[config.mk]
export PLATFORM = sky130hd
export DESIGN_NAME = cpu_step_controller
export DESIGN_NICKNAME = d
export VERILOG_FILES = /design/src/rtl/cpu_step_controller.sv
export SDC_FILE = /design/constraint.sdc
export NUM_CORES = 1
export LEC_CHECK = 0
export CAP_MARGIN = 20
export CORE_AREA = 2 2 107 78
export CTS_CLUSTER_DIAMETER = 120
export DETAILED_ROUTE_END_ITERATION = 8
export DIE_AREA = 0 0 109 80
export GPL_ROUTABILITY_DRIVEN = 0
export PLACE_DENSITY_LB_ADDON = 0.25
export SLEW_MARGIN = 15
export SYNTH_ARGS = -nofsm -noshare
export SYNTH_HDL_FRONTEND = slang
export SYNTH_SLANG_ARGS = --single-unit
[constraint.sdc]
create_clock -name clk_in -period 2.7 [get_ports clk_in]
set_clock_uncertainty 0.2 [all_clocks]
set_input_delay 0.405 -clock clk_in [delete_from_list [all_inputs] [get_ports clk_in]]
set_output_delay 0.405 -clock clk_in [all_outputs]
set_load 0.005 [all_outputs]
[src/rtl/cpu_step_controller.sv]
// Step/run/halt controller: issues one-cycle cpu_en strobes from buttons or slow_clk.
// Optional STEP_LIMIT_EN macro caps each free-run burst at MAX_STEPS strobes.
module cpu_step_controller #(
   parameter int DEBOUNCE_CYCLES = 500_000,
   parameter int CNT_W           = 16,
   parameter int MAX_STEPS       = 1000
) (
   input  logic             clk_in,
   input  logic             reset,
   input  logic             slow_clk,
   input  logic             btn_step,
   input  logic             btn_mode,
   input  logic             halt,
   output logic             cpu_en,
   output logic             run_mode,
   output logic             halted,
   output logic [CNT_W-1:0] step_count
);

   localparam int              DB_W    = $clog2(DEBOUNCE_CYCLES + 1);
   localparam logic [DB_W-1:0] DB_LAST = DB_W'(DEBOUNCE_CYCLES - 1);

   localparam logic [1:0] S_STEP = 2'd0;
   localparam logic [1:0] S_RUN  = 2'd1;
   localparam logic [1:0] S_HALT = 2'd2;

   logic [1:0]      btn;
   logic [1:0]      sync1;
   logic [1:0]      sync2;
   logic [1:0]      db;
   logic [1:0]      press;
   logic [DB_W-1:0] db_cnt [2];
   logic            slow_q;
   logic            tick;
   logic            step_ev;
   logic            mode_ev;
   logic [1:0]      state;

`ifdef STEP_LIMIT_EN
   localparam int               RUN_W    = $clog2(MAX_STEPS + 1);
   localparam logic [RUN_W-1:0] RUN_LAST = RUN_W'(MAX_STEPS - 1);
   logic [RUN_W-1:0] run_cnt;
`else
   // MAX_STEPS only matters when the step limit is built in
   logic unused_max_steps;
   assign unused_max_steps = (MAX_STEPS != 0);
`endif

   assign btn = {btn_mode, btn_step};

   // Two-flop synchronizer for the raw buttons
   always_ff @(posedge clk_in or posedge reset) begin
      if (reset) begin
         sync1 <= '0;
         sync2 <= '0;
      end else begin
         sync1 <= btn;
         sync2 <= sync1;
      end
   end

   // Accept a new button level after DEBOUNCE_CYCLES consecutive differing samples
   always_ff @(posedge clk_in or posedge reset) begin
      if (reset) begin
         db        <= '0;
         db_cnt[0] <= '0;
         db_cnt[1] <= '0;
      end else begin
         for (int i = 0; i < 2; i++) begin
            if (sync2[i] == db[i]) begin
               db_cnt[i] <= '0;
            end else if (db_cnt[i] == DB_LAST) begin
               db[i]     <= sync2[i];
               db_cnt[i] <= '0;
            end else begin
               db_cnt[i] <= db_cnt[i] + 1'b1;
            end
         end
      end
   end

   // Press event on the cycle the debounced level is about to go 0->1
   always_comb begin
      press = '0;
      for (int i = 0; i < 2; i++) begin
         press[i] = sync2[i] & ~db[i] & (db_cnt[i] == DB_LAST);
      end
   end

   assign step_ev = press[0];
   assign mode_ev = press[1];

   // slow_clk rising-edge detector
   always_ff @(posedge clk_in or posedge reset) begin
      if (reset) begin
         slow_q <= 1'b0;
      end else begin
         slow_q <= slow_clk;
      end
   end

   assign tick = slow_clk & ~slow_q;

   // Mode FSM with registered strobe and strobe counter
   always_ff @(posedge clk_in or posedge reset) begin
      if (reset) begin
         state      <= S_STEP;
         cpu_en     <= 1'b0;
         step_count <= '0;
`ifdef STEP_LIMIT_EN
         run_cnt    <= '0;
`endif
      end else begin
         cpu_en <= 1'b0;
         if (halt) begin
            state <= S_HALT;
         end else begin
            case (state)
               S_STEP: begin
                  if (mode_ev) begin
                     state <= S_RUN;
`ifdef STEP_LIMIT_EN
                     run_cnt <= '0;
`endif
                  end else if (step_ev) begin
                     cpu_en     <= 1'b1;
                     step_count <= step_count + 1'b1;
                  end
               end
               S_RUN: begin
                  if (mode_ev) begin
                     state <= S_STEP;
                  end else if (tick) begin
                     cpu_en     <= 1'b1;
                     step_count <= step_count + 1'b1;
`ifdef STEP_LIMIT_EN
                     run_cnt <= run_cnt + 1'b1;
                     if (run_cnt == RUN_LAST) begin
                        state <= S_STEP;
                     end
`endif
                  end
               end
               S_HALT: begin
                  if (mode_ev) begin
                     state <= S_STEP;
                  end
               end
               default: state <= S_STEP;
            endcase
         end
      end
   end

   assign run_mode = (state == S_RUN);
   assign halted   = (state == S_HALT);

endmodule

### Word level (Yosys, flattened, before mapping)

Index checks and enable logic that the tools add are counted.

| word-level totals | value |
|---|---|
| input bits | 6 |
| register bits | 64 |
| output and inout bits | 19 |
| word-level logic and storage cells | 62 |

| operators by class | value |
|---|---|
| mux-type cells | 19 |
| bitwise logic cells | 11 |
| equality and inequality tests | 12 |
| $add $sub $neg | 3 |
| reductions and logical operators | 7 |

Operators by type and width:

| kind | count |
|---|---|
| $mux W19 | 4 |
| $mux W16 | 4 |
| $add A19 B1 Y19 const B | 2 |
| $eq A19 B19 Y1 const B | 2 |
| $pmux W16 S2 | 1 |
| $add A16 B1 Y16 const B | 1 |
| $mux W2 | 3 |
| $ne A2 B2 Y1 const B | 3 |
| $not A1 Y1 | 6 |
| $reduce_and A2 Y1 | 3 |
| $reduce_and A6 Y1 | 1 |
| $and A1 B1 Y1 | 5 |
| $mux W1 | 5 |
| $pmux W2 S2 | 1 |
| $ne A3 B1 Y1 const B | 1 |
| $ne A3 B3 Y1 const B | 1 |
| $eq A1 B1 Y1 | 2 |
| $eq A2 B1 Y1 const B | 1 |
| $eq A2 B2 Y1 const B | 1 |
| $logic_not A2 Y1 | 1 |
| $ne A2 B1 Y1 const B | 1 |
| $pmux W1 S2 | 1 |
| $reduce_bool A2 Y1 | 1 |
| $reduce_or A2 Y1 | 1 |

### Longest topological paths before layout

| logic depth | value |
|---|---|
| word-level depth | 7 |
| gate-level depth with buffers | 8 |
| gate-level depth less buffers | 8 |

### Worst setup path after synthesis

Ideal clock, no wire load.

| timing path | value |
|---|---|
| path type | flip-flop to flip-flop |
| start | reg db_cnt[5] (netlist bit) |
| end | reg step_count[1] |
| stages on the path, launching flop included | 7 |
| data required time | 2.373 ns |
| path buffers | 0 |
| library setup time | 0.127 ns |
| arrival time | 1.928 ns |
| slack | 0.445 ns |
| clock period less this slack | 2.255 ns |
| path through | dfrtp_1 > or4b_4 > nor3_4 > a41oi_1 > a31o_4 > nand2_1 > mux2_1 |

| between the ends | value |
|---|---|
| longest elaborated chain between the ends | 4 |
| elaborated cells on any way between the ends | 5 |
| those cells by class | 3 x eq/ne; 1 x bitwise; 1 x reduce/logical |

Ends and longest elaborated chain:

| item | RTL line | RTL |
|---|---|---|
| start, declared | 32 | `logic [DB_W-1:0] db_cnt [2];` |
| start signal, assigned by index | 76 | `db_cnt[i] <= db_cnt[i] + 1'b1;` |
| $eq A19 B19 Y1 (*) | 86 | `press[i] = sync2[i] & ~db[i] & (db_cnt[i] == DB_LAST);` |
| $and A1 B1 Y1 (*) | 86 |  |
| $ne A2 B2 Y1 (no source line) | - |  |
| $reduce_and A6 Y1 (no source line) (*) | - |  |
| end signal, assigned | 127 | `step_count <= step_count + 1'b1;` |
| end signal, assigned | 135 | `step_count <= step_count + 1'b1;` |
| end, declared | 17 | `output logic [CNT_W-1:0] step_count` |

Mark *: on every way between the ends. The rest lies on a longest branch, timed or not.
A chain may end at the register's enable or synchronous reset.

### Final worst setup path

Ends and elaborated chain as after synthesis.

==> summary.md <==
| Metric | Value |
|---|---|
| CTS Buffer Depth | 2 |
| Crit path capture type | flip-flop |
| DR vias | 2113 |
| Resize count post-CTS | 0 |
| Crit path time final | 2416 ps |
| DP HPWL | 4034 um |
| Min setup slack post-route | 284.1 ps |
| Area grow syn2layout | 18.03% |
| Nets | 338 |
| Layout Cells excl Fill | 430 |
| Worst path slowest cell | or4b_4 |
| Final Core Density | 0.4657 |
| Core footprint | 7669 um^2 |
| Hold_buf cts | 0 |
| Hold violation count in the final report | 0 |
| Synth Area per Inst | 10.50 um^2 |
| Drt first pass iters | 4 |
| DRT antenna net count | 0 |
| Syn nets | 302 |
| Remaining Overflow, GRT | 0 |
| Setup TNS | 0 ps |
| Family with the most delay on the worst path | simple AND/OR/NAND/NOR gates |
| Tightest Pin Transition | 589.5 ps |
| # diodes | 0 |
| PortBufs | 24 |
| Vias in the first global route | 1929 |
| DIE AREA | 8720 um^2 |
| Worst Path Buf+Inv | 0 |
| Row count | 27 |
| First-pass GRT wire length | 9432 um |
| Share of layout cells above drive strength 1 | 0.09726 |
| Crit-path max FO | 15 |
| Req. time, crit path | 2720 ps |
| All-Layer GR Usage | 0.1430 |
| Mapped cell area | 3025 um^2 |
| CP peak stage delay | 540 ps |
| Worst EP arrival | 2440 ps |
| Largest net degree at the start of global routing | 28 |
| Worst reg-to-reg path cell count | 6 |
| Setup Viol. Count Final | 0 |
| Share of flip-flops with an asynchronous set or reset | 1.000 |
| Via-to-Cell Ratio | 4.914 |
| Synth unique cells | 40 |
| CTS tree | done |
| Clock transition at path regs | 70 ps |
| Post-synth EDFFs | 0 |
| Primary FF master, synth | dfrtp_1 |
| Dpl ws | 287.0 ps |
| Crit-path cells | or4b_4 -> nor3_4 -> a41oi_1 -> a31o_4 -> nand2_1 -> mux2_1 |
| Avg WL per Cell | 12.88 um |
| Htree depth | 3 |
| RR Endpoint | step_count[1] |
| R2r setup slk | 280 ps |
| Sink Count | 64 |
| CTS root buf | clkbuf_8 |
| Crit Reg-Reg Startpoint | db_cnt[5] |
| Power density cells | 534.6 nW/um^2 |
| Pleak | 1.525 nW |
| Setup Fix Bufs, Post-CTS | 0 |
| Syn. warnings | 0 |
| Initial core utilization | 0.3945 |
| Initial antenna violation count | 0 |
| Slew margin rel. | 0.6034 |
| Number of buffers created by CTS | 9 |
| Initial DRC Count | 77 |
| Status | finished clean |
| Sequential area share after synthesis | 0.5294 |
| Die Span Y | 80 um |
| Critical Path End | step_count[1] |
| Width of the die | 109 um |
| RSZ-0062 raised after global routing | no |
| Max Slew Vio Count | 0 |
| WS Path Type | reg2reg |
| Placed cells | 414 |
| Post-synthesis cell count | 288 |
| Clk_lat worst skew | 340 ps |
| Worst Hold Class | reg2reg |
| Achievable Freq | 413.9 MHz |
| Critical Path Source | db_cnt[5] |
| Critical path depth | 6 |
| DRC viols | 0 |
| Max_cap viols | 0 |
| Final WL | 5538 um |
| IO Pins | 25 |
| #FFs+latches synth | 64 |
| Final Cycle Share | 0.8948 |
| Startpoint types | flip-flop |
| Worst vdd ir | 0.2756 mV |
-- state kept, by name, summed over array words and instances (netlist names) --
register and flops:
slow_q 1, db_cnt 38, state 2, sync1 2, sync2 2, cpu_en 1, step_count 16, db 2
-- cells in the final DEF, fill, tap and decap left out, types with 2 or more instances in the layout --
cell / synthesis / final
clkbuf_8: 0 / 9
a21oi_1: 5 / 5
nand4_1: 18 / 18
inv_1: 12 / 11
nor3_1: 4 / 4
nor2_1: 46 / 46
dfrtp_1: 64 / 64
nor4_1: 3 / 3
nand3_1: 14 / 14
nand2_1: 19 / 19
o21ai_0: 5 / 5
nor4b_1: 2 / 2
and3_1: 8 / 8
nor3b_1: 2 / 2
xnor2_1: 26 / 26
and4_1: 3 / 3
or3_1: 4 / 4
xor2_1: 20 / 20
clkinv_2: 0 / 4
ha_1: 8 / 8
clkdlybuf4s50_1: 0 / 24
buf_4: 0 / 6
nand3_2: 2 / 2
-- how the worst min path moves through the flow --
stage | start | endpoint | cells after the start
2_1_floorplan | sync1[0] | sync2[0] | 0
3_3_place_gp | sync1[1] | sync2[1] | 0
3_5_place_dp | sync1[1] | sync2[1] | 0
4_1_cts | sync1[1] | sync2[1] | 0
5_1_grt | sync1[1] | sync2[1] | 0
6_report | sync1[0] | sync2[0] | 0
-- power by group --
group | leakage (nW) | switching (W) | total [W] | internal, W
Sequential | 0.868 | 0.0000418 | 0.00104 | 0.000995
Combinational | 0.571 | 0.0000833 | 0.000179 | 0.0000953
Clock | 0.0858 | 0.000365 | 0.000693 | 0.000328
Total | 1.52 | 0.000491 | 0.00191 | 0.00142
-- layer usage --
metal	GRT usage	vias up	routed length [um]
li1	-	1061	-
met1	0.2178	1001	2999
met2	0.1826	45	2206
met3	0.05959	6	289
met4	0.03462	0	42
met5	0	-	0
-- Yosys cell counts, drive strengths merged (2+ instances only) --
cell type,number,share of area
nor3,6,0.015
and4,3,0.0087
nor4,3,0.0062
o21ai,5,0.0083
ha,8,0.033
inv,12,0.015
nand3,17,0.036
nand2,19,0.024
mux2,2,0.0074
or3,4,0.0083
buf,4,0.0087
nor4b,2,0.0058
xnor2,26,0.075
xor2,20,0.058
nand4,18,0.037
a21oi,5,0.0083
nor2,47,0.059
dfrtp,64,0.53
and3,8,0.017
nor3b,2,0.0050
-- logic make-up after synthesis --
| family | count (synthesis) | share of synthesized area |
|---|---|---|
| and+or+nand+nor | 136 | 0.2399 |
| DFF | 64 | 0.5294 |
| xor gates and xnor gates | 46 | 0.1332 |
| buffers and inverters | 17 | 0.02481 |
| muxes | 2 | 0.007444 |
| AOI/OAI and AO/OA | 15 | 0.03226 |
| adders and majority gates | 8 | 0.03309 |
-- stage by stage --
step                area, um^2  hold WS [ps]  power (W)
detailed placement        3407         137.9   0.001237
finish                    3571         153.8   0.001909
global placement          3407         135.0   0.001232
floorplan                 3025         131.2   0.001144
global route              3571         173.9   0.002019
CTS                       3571         154.0   0.001940
-- worst reg2reg max path, stage by stage, from the launching register on --
cell and delay (ps):
dfrtp_1 430, or4b_4 540, nor3_4 220, a41oi_1 160
a31o_4 300, nand2_1 130, mux2_1 330
-- cell type report --
type                    count  area [um^2]
multi-input cells         207         1349
well taps                 101        126.4
clock inverters             6        36.28
fillers                   738         4098
repair buffers             30        285.3
clock buffers              10        127.6
flip-flops and latches     64         1602
inverters                  12        45.04
Power figures use the tool's default switching activity.
